### src/rtl/aes_spi_slave.sv
// aes_spi_slave
//    SPI slave front end for the AES accelerator, clocked entirely by clk.
//    sclk, mosi and cs_n are oversampled through a synchroniser chain.
//    A frame delivers {text, key, dir}, MSB first. The block then issues
//    start_o to the cipher core, waits for done_i, and shifts the result out
//    on miso. A frame that cs_n ends early raises frame_err_o.
//
//    Ports
//       clk, reset_n            system clock, async active-low reset
//       sclk, mosi, cs_n        SPI from the master (asynchronous to clk)
//       miso                    SPI data to the master
//       key_o, text_o, dir_o    captured key / block / direction byte
//       start_o                 one-clk pulse when the captured fields are valid
//       busy_o                  high from start_o until the last result bit
//       result_i, done_i        cipher core result and its valid strobe
//       frame_err_o             one-clk pulse on an aborted frame
//
//    Build option
//       AES_SPI_STATUS_EN : the readout is preceded by a status byte
//                           {dir[0], 000, key256, key192, err_sticky, 1}.
//
//    state     | meaning
//    ----------+--------------------------------------------------------
//    IDLE      | waiting for cs_n to fall, miso = 0
//    SHIFT_IN  | collecting text/key/dir bits on sclk rising edges
//    WAIT      | start issued, waiting for done_i from the core
//    SHIFT_OUT | shifting the result out on sclk falling edges
module aes_spi_slave #(
   parameter int KEY_W       = 128,
   parameter int BLK_W       = 128,
   parameter int SYNC_STAGES = 2
) (
   input  logic             clk,
   input  logic             reset_n,
   input  logic             sclk,
   input  logic             mosi,
   input  logic             cs_n,
   output logic             miso,
   output logic [KEY_W-1:0] key_o,
   output logic [BLK_W-1:0] text_o,
   output logic [7:0]       dir_o,
   output logic             start_o,
   output logic             busy_o,
   input  logic [BLK_W-1:0] result_i,
   input  logic             done_i,
   output logic             frame_err_o
);

   localparam int IN_BITS = BLK_W + KEY_W + 8;
`ifdef AES_SPI_STATUS_EN
   localparam int OUT_BITS = BLK_W + 8;
`else
   localparam int OUT_BITS = BLK_W;
`endif
   localparam int CNT_W = $clog2(IN_BITS + 1);
   localparam logic [CNT_W-1:0] IN_END   = CNT_W'(IN_BITS);
   localparam logic [CNT_W-1:0] IN_LAST  = CNT_W'(IN_BITS - 1);
   localparam logic [CNT_W-1:0] OUT_LAST = CNT_W'(OUT_BITS - 1);

   typedef enum logic [1:0] {IDLE, SHIFT_IN, WAIT, SHIFT_OUT} state_t;

   state_t state, state_nxt;

   logic [SYNC_STAGES-1:0] sclk_sync, mosi_sync, cs_sync;
   logic                   sclk_d, cs_d;
   logic                   sclk_s, mosi_s, cs_s;
   logic                   sclk_rise, sclk_fall, cs_rise, cs_fall, cs_low;

   logic [CNT_W-1:0]       cnt;
   logic [IN_BITS-1:0]     in_sr;
   logic [OUT_BITS-1:0]    out_sr;
   logic [OUT_BITS-1:0]    load_word;

   logic shift_in_en, load_en, abort, out_load, out_shift, out_done;
   logic cnt_inc, cnt_clr;

   // cs_n idles high, so its chain resets to 1 to avoid a false edge after reset.
   always_ff @(posedge clk or negedge reset_n) begin
      if (!reset_n) begin
         sclk_sync <= '0;
         mosi_sync <= '0;
         cs_sync   <= '1;
         sclk_d    <= 1'b0;
         cs_d      <= 1'b1;
      end else begin
         sclk_sync <= {sclk_sync[SYNC_STAGES-2:0], sclk};
         mosi_sync <= {mosi_sync[SYNC_STAGES-2:0], mosi};
         cs_sync   <= {cs_sync[SYNC_STAGES-2:0], cs_n};
         sclk_d    <= sclk_s;
         cs_d      <= cs_s;
      end
   end

   assign sclk_s    = sclk_sync[SYNC_STAGES-1];
   assign mosi_s    = mosi_sync[SYNC_STAGES-1];
   assign cs_s      = cs_sync[SYNC_STAGES-1];
   assign sclk_rise = sclk_s & ~sclk_d;
   assign sclk_fall = ~sclk_s & sclk_d;
   assign cs_rise   = cs_s & ~cs_d;
   assign cs_fall   = ~cs_s & cs_d;
   // Delayed cs level: still low in the clk where the cs_n rise is seen, so
   // a final sclk edge coinciding with the rise is still taken.
   assign cs_low    = ~cs_d;

   always_ff @(posedge clk or negedge reset_n) begin
      if (!reset_n) state <= IDLE;
      else          state <= state_nxt;
   end

   always_comb begin
      state_nxt   = state;
      shift_in_en = 1'b0;
      load_en     = 1'b0;
      abort       = 1'b0;
      out_load    = 1'b0;
      out_shift   = 1'b0;
      out_done    = 1'b0;
      cnt_inc     = 1'b0;
      cnt_clr     = 1'b0;
      case (state)
         IDLE: begin
            if (cs_fall) begin
               cnt_clr   = 1'b1;
               state_nxt = SHIFT_IN;
            end
         end
         SHIFT_IN: begin
            if (cnt == IN_END) begin
               load_en   = 1'b1;
               state_nxt = WAIT;
            end else begin
               shift_in_en = sclk_rise & cs_low;
               cnt_inc     = shift_in_en;
               if (cs_rise && !(shift_in_en && cnt == IN_LAST)) begin
                  abort     = 1'b1;
                  state_nxt = IDLE;
               end
            end
         end
         WAIT: begin
            if (done_i) begin
               out_load  = 1'b1;
               cnt_clr   = 1'b1;
               state_nxt = SHIFT_OUT;
            end
         end
         SHIFT_OUT: begin
            out_shift = sclk_fall & cs_low;
            cnt_inc   = sclk_rise & cs_low;
            if (cnt_inc && cnt == OUT_LAST) begin
               out_done  = 1'b1;
               state_nxt = IDLE;
            end else if (cs_rise) begin
               abort     = 1'b1;
               state_nxt = IDLE;
            end
         end
         default: state_nxt = IDLE;
      endcase
   end

`ifdef AES_SPI_STATUS_EN
   logic err_sticky;
   logic status_sent;

   assign status_sent = (state == SHIFT_OUT) && cnt_inc && (cnt == CNT_W'(7));
   assign load_word   = {dir_o[0], 3'b000, (KEY_W == 256), (KEY_W == 192),
                         err_sticky, 1'b1, result_i};

   always_ff @(posedge clk or negedge reset_n) begin
      if (!reset_n)         err_sticky <= 1'b0;
      else if (abort)       err_sticky <= 1'b1;
      else if (status_sent) err_sticky <= 1'b0;
   end
`else
   assign load_word = result_i;
`endif

   always_ff @(posedge clk or negedge reset_n) begin
      if (!reset_n) begin
         cnt         <= '0;
         in_sr       <= '0;
         out_sr      <= '0;
         key_o       <= '0;
         text_o      <= '0;
         dir_o       <= '0;
         start_o     <= 1'b0;
         busy_o      <= 1'b0;
         frame_err_o <= 1'b0;
      end else begin
         start_o     <= load_en;
         frame_err_o <= abort;

         if (cnt_clr)      cnt <= '0;
         else if (cnt_inc) cnt <= cnt + CNT_W'(1);

         if (shift_in_en) in_sr <= {in_sr[IN_BITS-2:0], mosi_s};

         if (load_en) begin
            text_o <= in_sr[IN_BITS-1 -: BLK_W];
            key_o  <= in_sr[8 +: KEY_W];
            dir_o  <= in_sr[7:0];
         end

         if (load_en)                busy_o <= 1'b1;
         else if (out_done || abort) busy_o <= 1'b0;

         // Clearing the register on exit is what returns miso to 0 in IDLE.
         if (out_load)               out_sr <= load_word;
         else if (out_done || abort) out_sr <= '0;
         else if (out_shift)         out_sr <= {out_sr[OUT_BITS-2:0], 1'b0};
      end
   end

   assign miso = out_sr[OUT_BITS-1];

endmodule

### config.mk
export PLATFORM = sky130hd
export DESIGN_NAME = aes_spi_slave
export DESIGN_NICKNAME = d
export VERILOG_FILES = /design/src/rtl/aes_spi_slave.sv
export SDC_FILE = /design/constraint.sdc
export NUM_CORES = 1
export LEC_CHECK = 0
export CORE_MARGIN = 5
export CORE_UTILIZATION = 30
export CTS_CLUSTER_SIZE = 12
export DETAILED_ROUTE_END_ITERATION = 8
export GPL_ROUTABILITY_DRIVEN = 0
export PLACE_DENSITY = 0.51
export SLEW_MARGIN = 30
export SYNTH_ARGS = -nofsm -noshare
export SYNTH_HDL_FRONTEND = slang
export SYNTH_SLANG_ARGS = --single-unit
export TNS_END_PERCENT = 1
### constraint.sdc
create_clock -name clk -period 2.5 [get_ports clk]
set_input_delay 0.25 -clock clk [delete_from_list [all_inputs] [get_ports clk]]
set_output_delay 0.25 -clock clk [all_outputs]
set_load 0.005 [all_outputs]
==> results of run 1 <==
[stage by stage]
stage	setup slack, ns	setup TNS, ns	instance area (um^2)
CTS	0.00772	0	34600
global placement	-0.0573	-5.53	32100
finish	0.0279	0	34600
global route	-0.0520	-3.86	34600
detailed placement	-0.0764	-5.90	32100
floorplan	0.0856	0	26200
[Yosys cell counts, drive strengths merged]
cell type	instances
nor4	2
nand4	3
and2	2
nor4bb	1
o21ai	132
or4	2
clkbuf	55
nor2	4
o211ai	5
nand3	3
or2	1
or3	1
mux2	528
ha	2
buf	62
a21o	1
and3b	1
nor2b	2
nor3	2
or4b	1
dfrtp	675
o21a	1
a21boi	1
xor2	2
nand2b	2
o311ai	2
nor4b	1
nand3b	3
o41ai	2
clkinv	1
nor3b	1
nand4bb	1
o31ai	3
a22oi	127
dfstp	3
xnor2	2
nand2	136
a21oi	2
inv	5
or3b	3
[worst paths after layout]
| kind | cells after the start | end | slack, ns |
|---|---|---|---|
| min in group asynchronous | 2 | in_sr[35] | 0.18 |
| max in group asynchronous | 4 | key_o[76] | 1.32 |
| min | 1 | cs_sync[0] | 0.07 |
| min reg2reg | 0 | mosi_sync[1] | 0.35 |
| max reg2reg | 6 | key_o[46] | 0.03 |
| max | 6 | key_o[46] | 0.03 |
[cell families (layout without fill, tap and decap cells)]
kind of cell    Yosys count  in the layout  share of synthesized area
mux                     528            528                      0.227
flops                   678            678                      0.648
simple gates            172            172                     0.0293
xor+xnor                  4              4                    0.00134
compound gates          276            276                     0.0665
buf+inv                 123            623                     0.0267
other cells               0              6                          0
fa+ha+maj                 2              2                   0.000956
[metal layers]
metal | up-vias | share of wire | track usage | wire length (um)
met4 | 0 | 0.032 | 0.0478 | 2080
met1 | 8298 | 0.42 | 0.174 | 27500
met2 | 339 | 0.49 | 0.228 | 31600
met5 | - | 0 | 0 | 0
met3 | 115 | 0.055 | 0.0360 | 3540
li1 | 7289 | - | - | -
[cell type report]
type / instances / share of cell area
multi-input combinational: 982 / 0.247
clock inverter: 26 / 0.00943
timing repair buffer: 481 / 0.147
antenna: 6 / 0.000433
inverter: 6 / 0.00101
tap: 1155 / 0.0417
clock buffer: 110 / 0.0638
sequential: 678 / 0.490
[worst max-delay path, cell delays in order (launching register included)]
cell and delay [ns]:
dfrtp_1 0.38, or4b_4 0.55, or3_4 0.41, nand3b_4 0.23, inv_12 0.15, buf_16 0.26
mux2_2 0.37
[flip-flops by register name, summed over array words and instances, names as in the netlist, 2 cells and up, named ones only]
| name | cells |
|---|---|
| out_sr | 128 |
| cnt | 9 |
| key_o | 128 |
| sclk_sync | 2 |
| in_sr | 264 |
| mosi_sync | 2 |
| dir_o | 8 |
| cs_sync | 2 |
| text_o | 128 |
[repair_timing]
action                                 in CTS  in global routing
gates resized for setup                     3                  3
endpoints found under the hold margin      54                  0
setup endpoints to repair                 127                188
hold buffers                                1                  0
[power breakdown]
| group | total, uW | internal, uW | switching, uW | leakage (uW) |
|---|---|---|---|---|
| Sequential | 11100 | 11000 | 64.2 | 0.00945 |
| Clock | 11100 | 6520 | 4600 | 0.00124 |
| Combinational | 887 | 414 | 472 | 0.00559 |
| Total | 23100 | 18000 | 5140 | 0.0163 |
==> results.md, run 1 <==
- WL per Instance: around 19 um
- Type of the most critical hold path: in -> reg
- Fillers: 8151
- Via density: 4.66
- Total power: ~23000 uW
- Clock Pin Slew Worst Setup and Hold Paths: about 0.06 ns
- Full die area: 93300 um^2
- Crit. End Element: register
- Die Height: between 300 and 400 um
- Crit Path Max Fanout: 45
- Layout Skew: 0.0348 ns
- P per Cell Area: between 600 and 700 nW/um^2
- Seq/Total Area, Yosys: 0.648
- Final net count: roughly 2400
- Initial antenna violation count: 6
- Post-synth net total: between 1500 and 2000
- Most common cell after layout, fill and taps aside: dfrtp_1
- Share of the synthesized area in the top cell type: 0.645
- Reg-to-reg startpoint: cnt[4]
- H-tree depth: 3
- Fin. Hold Viols: 0
- Max-slew headroom: 0.582
- Final Max Tran Viols: 0
- Reg area: 17000 um^2
- Worst Setup Path Type: reg -> reg
- Die W: 305 um
- CP Data Arrival Time: between 2 and 3 ns
- Core area: approximately 87000 um^2
- Clock Root Buffer: clkbuf_16
- ANT nets after route: 0
- Flops & latches, synth: between 600 and 700
- TritonRoute pass-1 iters: 5
- Critical Path RT: ~3 ns
- Most frequent cells in the layout: 675 x dfrtp_1, 427 x mux2_2, 400 x clkdlybuf4s50_1
- Min-delay src: cs_n
- CTS sink cnt: between 600 and 700
- Status: finished, final reports clean
- Share of cells above drive strength 1: 0.281
- First DRT Iteration DRCs: roughly 850
- Row count: around 110
- Final setup viols: 0
- Dpl cells: 3301
- Post-Syn Area: about 26000 um^2
- Area grow syn2layout: 32.3%
- Multi-input logic area: roughly 8600 um^2
- Worst IR drop on VDD: about 0.5 mV
- Clock Latency Late Sink: 0.62 ns
- Max-cap violations: 0
- Worst Max-Slew Pin Slew: between 0.6 and 0.7 ns
- DR vias: around 16000
- Max clock buf depth: 3
- First-pass GRT wire length: a little over 100000 um
- Leak pwr: 0.0163 uW
- Fin crit share: 0.989
- Cells after Synth: 1783
- Synth area leader: dfrtp_1
- Setup Buffers After CTS: 0
- Area contributors post-synth: dfrtp_1 65%, mux2_2 18%, mux2_1 4.3%
- CP Launch Point: cnt[4]
- RSZ-0062 raised after global routing: true
- Port-buffer cells: 401
- Hpwl dp: 45100 um
- Drt total wl: ~65000 um
- Final core occ: 0.399
- CTS Buf Count: 77
- Hold Slack: between 0.06 and 0.07 ns
- Highest clock rate: between 0.4 and 0.5 GHz
- Largest net degree at the start of global routing: 128
- I/O pin total: 402
- Ys Warns: 0
- Final cell count without fillers: 3444
- Initial Util: 0.302
- Worst setup SP type: register
- Min Clock Period, post-route: between 2 and 2.5 ns
- GRT Residual Overflow: 0
- Vias in the first global route: roughly 18000
- Remaining DRCs: 0
- CTS tree: yes
- Total GRT Usage: 0.137
- Unique masters post-synth: 47
- Mean Syn Cell Area: approximately 15 um^2
(Power assumes the default switching activity.)
==> run 2, diff against run 1 <==
Settings changed: SLEW_MARGIN 30 to 20.
==> results of run 2 <==
No change in the layout: final DEF, timing and power equal those of run 1.
==> run 3, diff against run 2 <==
Settings changed: SKIP_CTS_REPAIR_TIMING from default to 1.
==> run 3 against run 2 <==
Net effect: global-route usage barely moved; register-to-register slack improved by 0.03 ns; sequential share of layout area fell by 0.45 points; clock power barely moved; final cell count rose by 0.44%; first-iteration DRC count fell by 4.1%; clock-buffer cell count did not move; sequential power barely moved; non-clock buffer count rose by 12; combinational power barely moved; worst hold slack barely moved; maximum frequency rose by 1.1%.
==> results.md, run 3 (synthesized netlist as in run 1, its figures left out) <==
- Cell Area, Placed: 32100 um^2 (unchanged)
- Max-cap violations: 0 (unchanged)
- Die Height: 305 um (unchanged)
- Full die area: 93300 um^2 (unchanged)
- TritonRoute pass-1 iters: 5 (unchanged)
- Total power: 23100 uW (about the same)
- Worst setup SP type: register
- DR vias: 16188 (+0.92%)
- Most frequent cells in the layout: 675 x dfrtp_1, 428 x mux2_2, 400 x clkdlybuf4s50_1
- Dpl cells: 3301 (unchanged)
- Critical Path RT: 2.99 ns (about the same)
- Worst Max-Slew Pin Slew: 0.617 ns (-0.00959 ns)
- Worst Setup Path Type: reg -> reg
- Largest register FFs: 264 (unchanged)
- Drt total wl: 67100 um (+3.6%)
- Leak pwr: 0.0164 uW (+0.92%)
- Worst IR drop on VDD: 0.505 mV (-0.31%)
- Type of the most critical hold path: in -> reg
- CP Data Arrival Time: 2.94 ns (-0.02 ns)
- Max-slew headroom: 0.589 (+0.00640)
- Clock Pin Slew Worst Setup and Hold Paths: 0.06 ns (about the same)
- Remaining DRCs: 0 (unchanged)
- Port-buffer cells: 401 (unchanged)
- Most common cell after layout, fill and taps aside: dfrtp_1
- H-tree depth: 3 (unchanged)
- Clock Latency Late Sink: 0.62 ns (about the same)
- Post-route cell area: 35000 um^2 (+0.92%)
- Clock Root Buffer: clkbuf_16
- Initial Util: 0.302 (unchanged)
- Vias in the first global route: 17560 (-0.023%)
- ANT nets after route: 0 (unchanged)
- Fin crit share: 0.978 (-0.0109)
- Core area: 86800 um^2 (unchanged)
- Fillers: 8135 (-0.20%)
- Hpwl dp: 45100 um (unchanged)
- P per Cell Area: 661 nW/um^2 (-0.88%)
- Area grow syn2layout: 33.5%
- Crit. End Element: register
- Largest net degree at the start of global routing: 128 (unchanged)
- Biggest register: in_sr
- Final Max Tran Viols: 0 (unchanged)
- CTS tree: yes
- Highest clock rate: 0.409 GHz (+1.1%)
- GRT Residual Overflow: 0 (unchanged)
- Min Clock Period, post-route: 2.44 ns (-0.0272 ns)
- Final setup viols: 0 (unchanged)
- Max clock buf depth: 3 (unchanged)
- Status: finished, final reports clean
- CTS sink cnt: 678 (unchanged)
- Total GRT Usage: 0.137 (about the same)
- First-pass GRT wire length: 104000 um (about the same)
- Share of cells above drive strength 1: 0.285 (+0.00469)
- Fin. Hold Viols: 0 (unchanged)
- I/O pin total: 402 (unchanged)
- Initial antenna violation count: 6 (unchanged)
- WL per Instance: 19.4 um (+3.2%)
- Final net count: 2377 (+0.64%)
- Crit Path Max Fanout: 10 (-78%)
- CTS Buf Count: 77 (unchanged)
- Row count: 108 (unchanged)
- Via density: 4.68 (+0.48%)
- RSZ-0062 raised after global routing: true
- Final cell count without fillers: 3459 (+0.44%)
- Final core occ: 0.403 (+0.00369)
- Layout Skew: 0.0350 ns (+0.000242 ns)
- Die W: 305 um (unchanged)
- First DRT Iteration DRCs: 813 (-4.1%)
[run 3: cell types whose count changed in the layout (fill, tap and decap cells not counted), moves of 2 or more]
cell,change
buf_12,-2
buf_16,+3
buf_4,-2
buf_6,+4
clkbuf_16,+8
clkinv_8,+2
[run 3: power breakdown]
part,switching (uW),internal (uW)
registers,62.4,11000
logic,472,414
clock network,4610,6520
[run 3: layout make-up]
| class | count | area [um^2] | area share |
|---|---|---|---|
| antenna | 6 | 15.0 | 0.000429 |
| clock buffer | 110 | 2210 | 0.0632 |
| timing repair inverter | 3 | 36.3 | 0.00104 |
| tap | 1155 | 1450 | 0.0413 |
| timing repair buffer | 493 | 5380 | 0.154 |
| inverter | 6 | 35.0 | 0.00100 |
| sequential | 678 | 17000 | 0.485 |
| clock inverter | 26 | 327 | 0.00934 |
| multi-input combinational | 982 | 8550 | 0.245 |
[run 3: path summary, 6_finish.rpt]
| check | start | end | slack (ns) | depth (start not counted) |
|---|---|---|---|---|
| max reg2reg | cnt[4] | text_o[102] | 0.06 | 7 |
| min | cs_n | cs_sync[0] | 0.07 | 1 |
| min reg2reg | mosi_sync[0] | mosi_sync[1] | 0.35 | 0 |
| max in group asynchronous | reset_n | key_o[76] | 1.32 | 4 |
| min in group asynchronous | reset_n | in_sr[35] | 0.18 | 2 |
| max | cnt[4] | text_o[102] | 0.06 | 7 |
[run 3: critical path, cell delays in order (launching register included)]
cell,delay (ns)
dfrtp_1,0.38
or4b_4,0.55
or3_4,0.41
nand3b_4,0.17
buf_12,0.18
inv_8,0.13
buf_6,0.19
mux2_1,0.33
[run 3: per-layer routing]
layer / vias to the layer above / GRT usage / wire [um]
li1: 7321 / - / -
met1: 8437 / 0.174 / 28900
met2: 319 / 0.228 / 32700
met3: 111 / 0.0360 / 3500
met4: 0 / 0.0478 / 2010
met5: - / 0 / 0
[run 3: through the flow]
| stage | setup TNS, ns | worst slack, ns | hold slack, ns |
|---|---|---|---|
| 2_1_floorplan | 0 | 0.0856 | -0.0456 |
| 3_3_place_gp | -5.53 | -0.0573 | 0.268 |
| 3_5_place_dp | -5.90 | -0.0764 | 0.284 |
| 4_1_cts | -2.51 | -0.0598 | -0.397 |
| 5_1_grt | -0.00743 | -0.00374 | 0.0345 |
| 6_report | 0 | 0.0551 | 0.0652 |
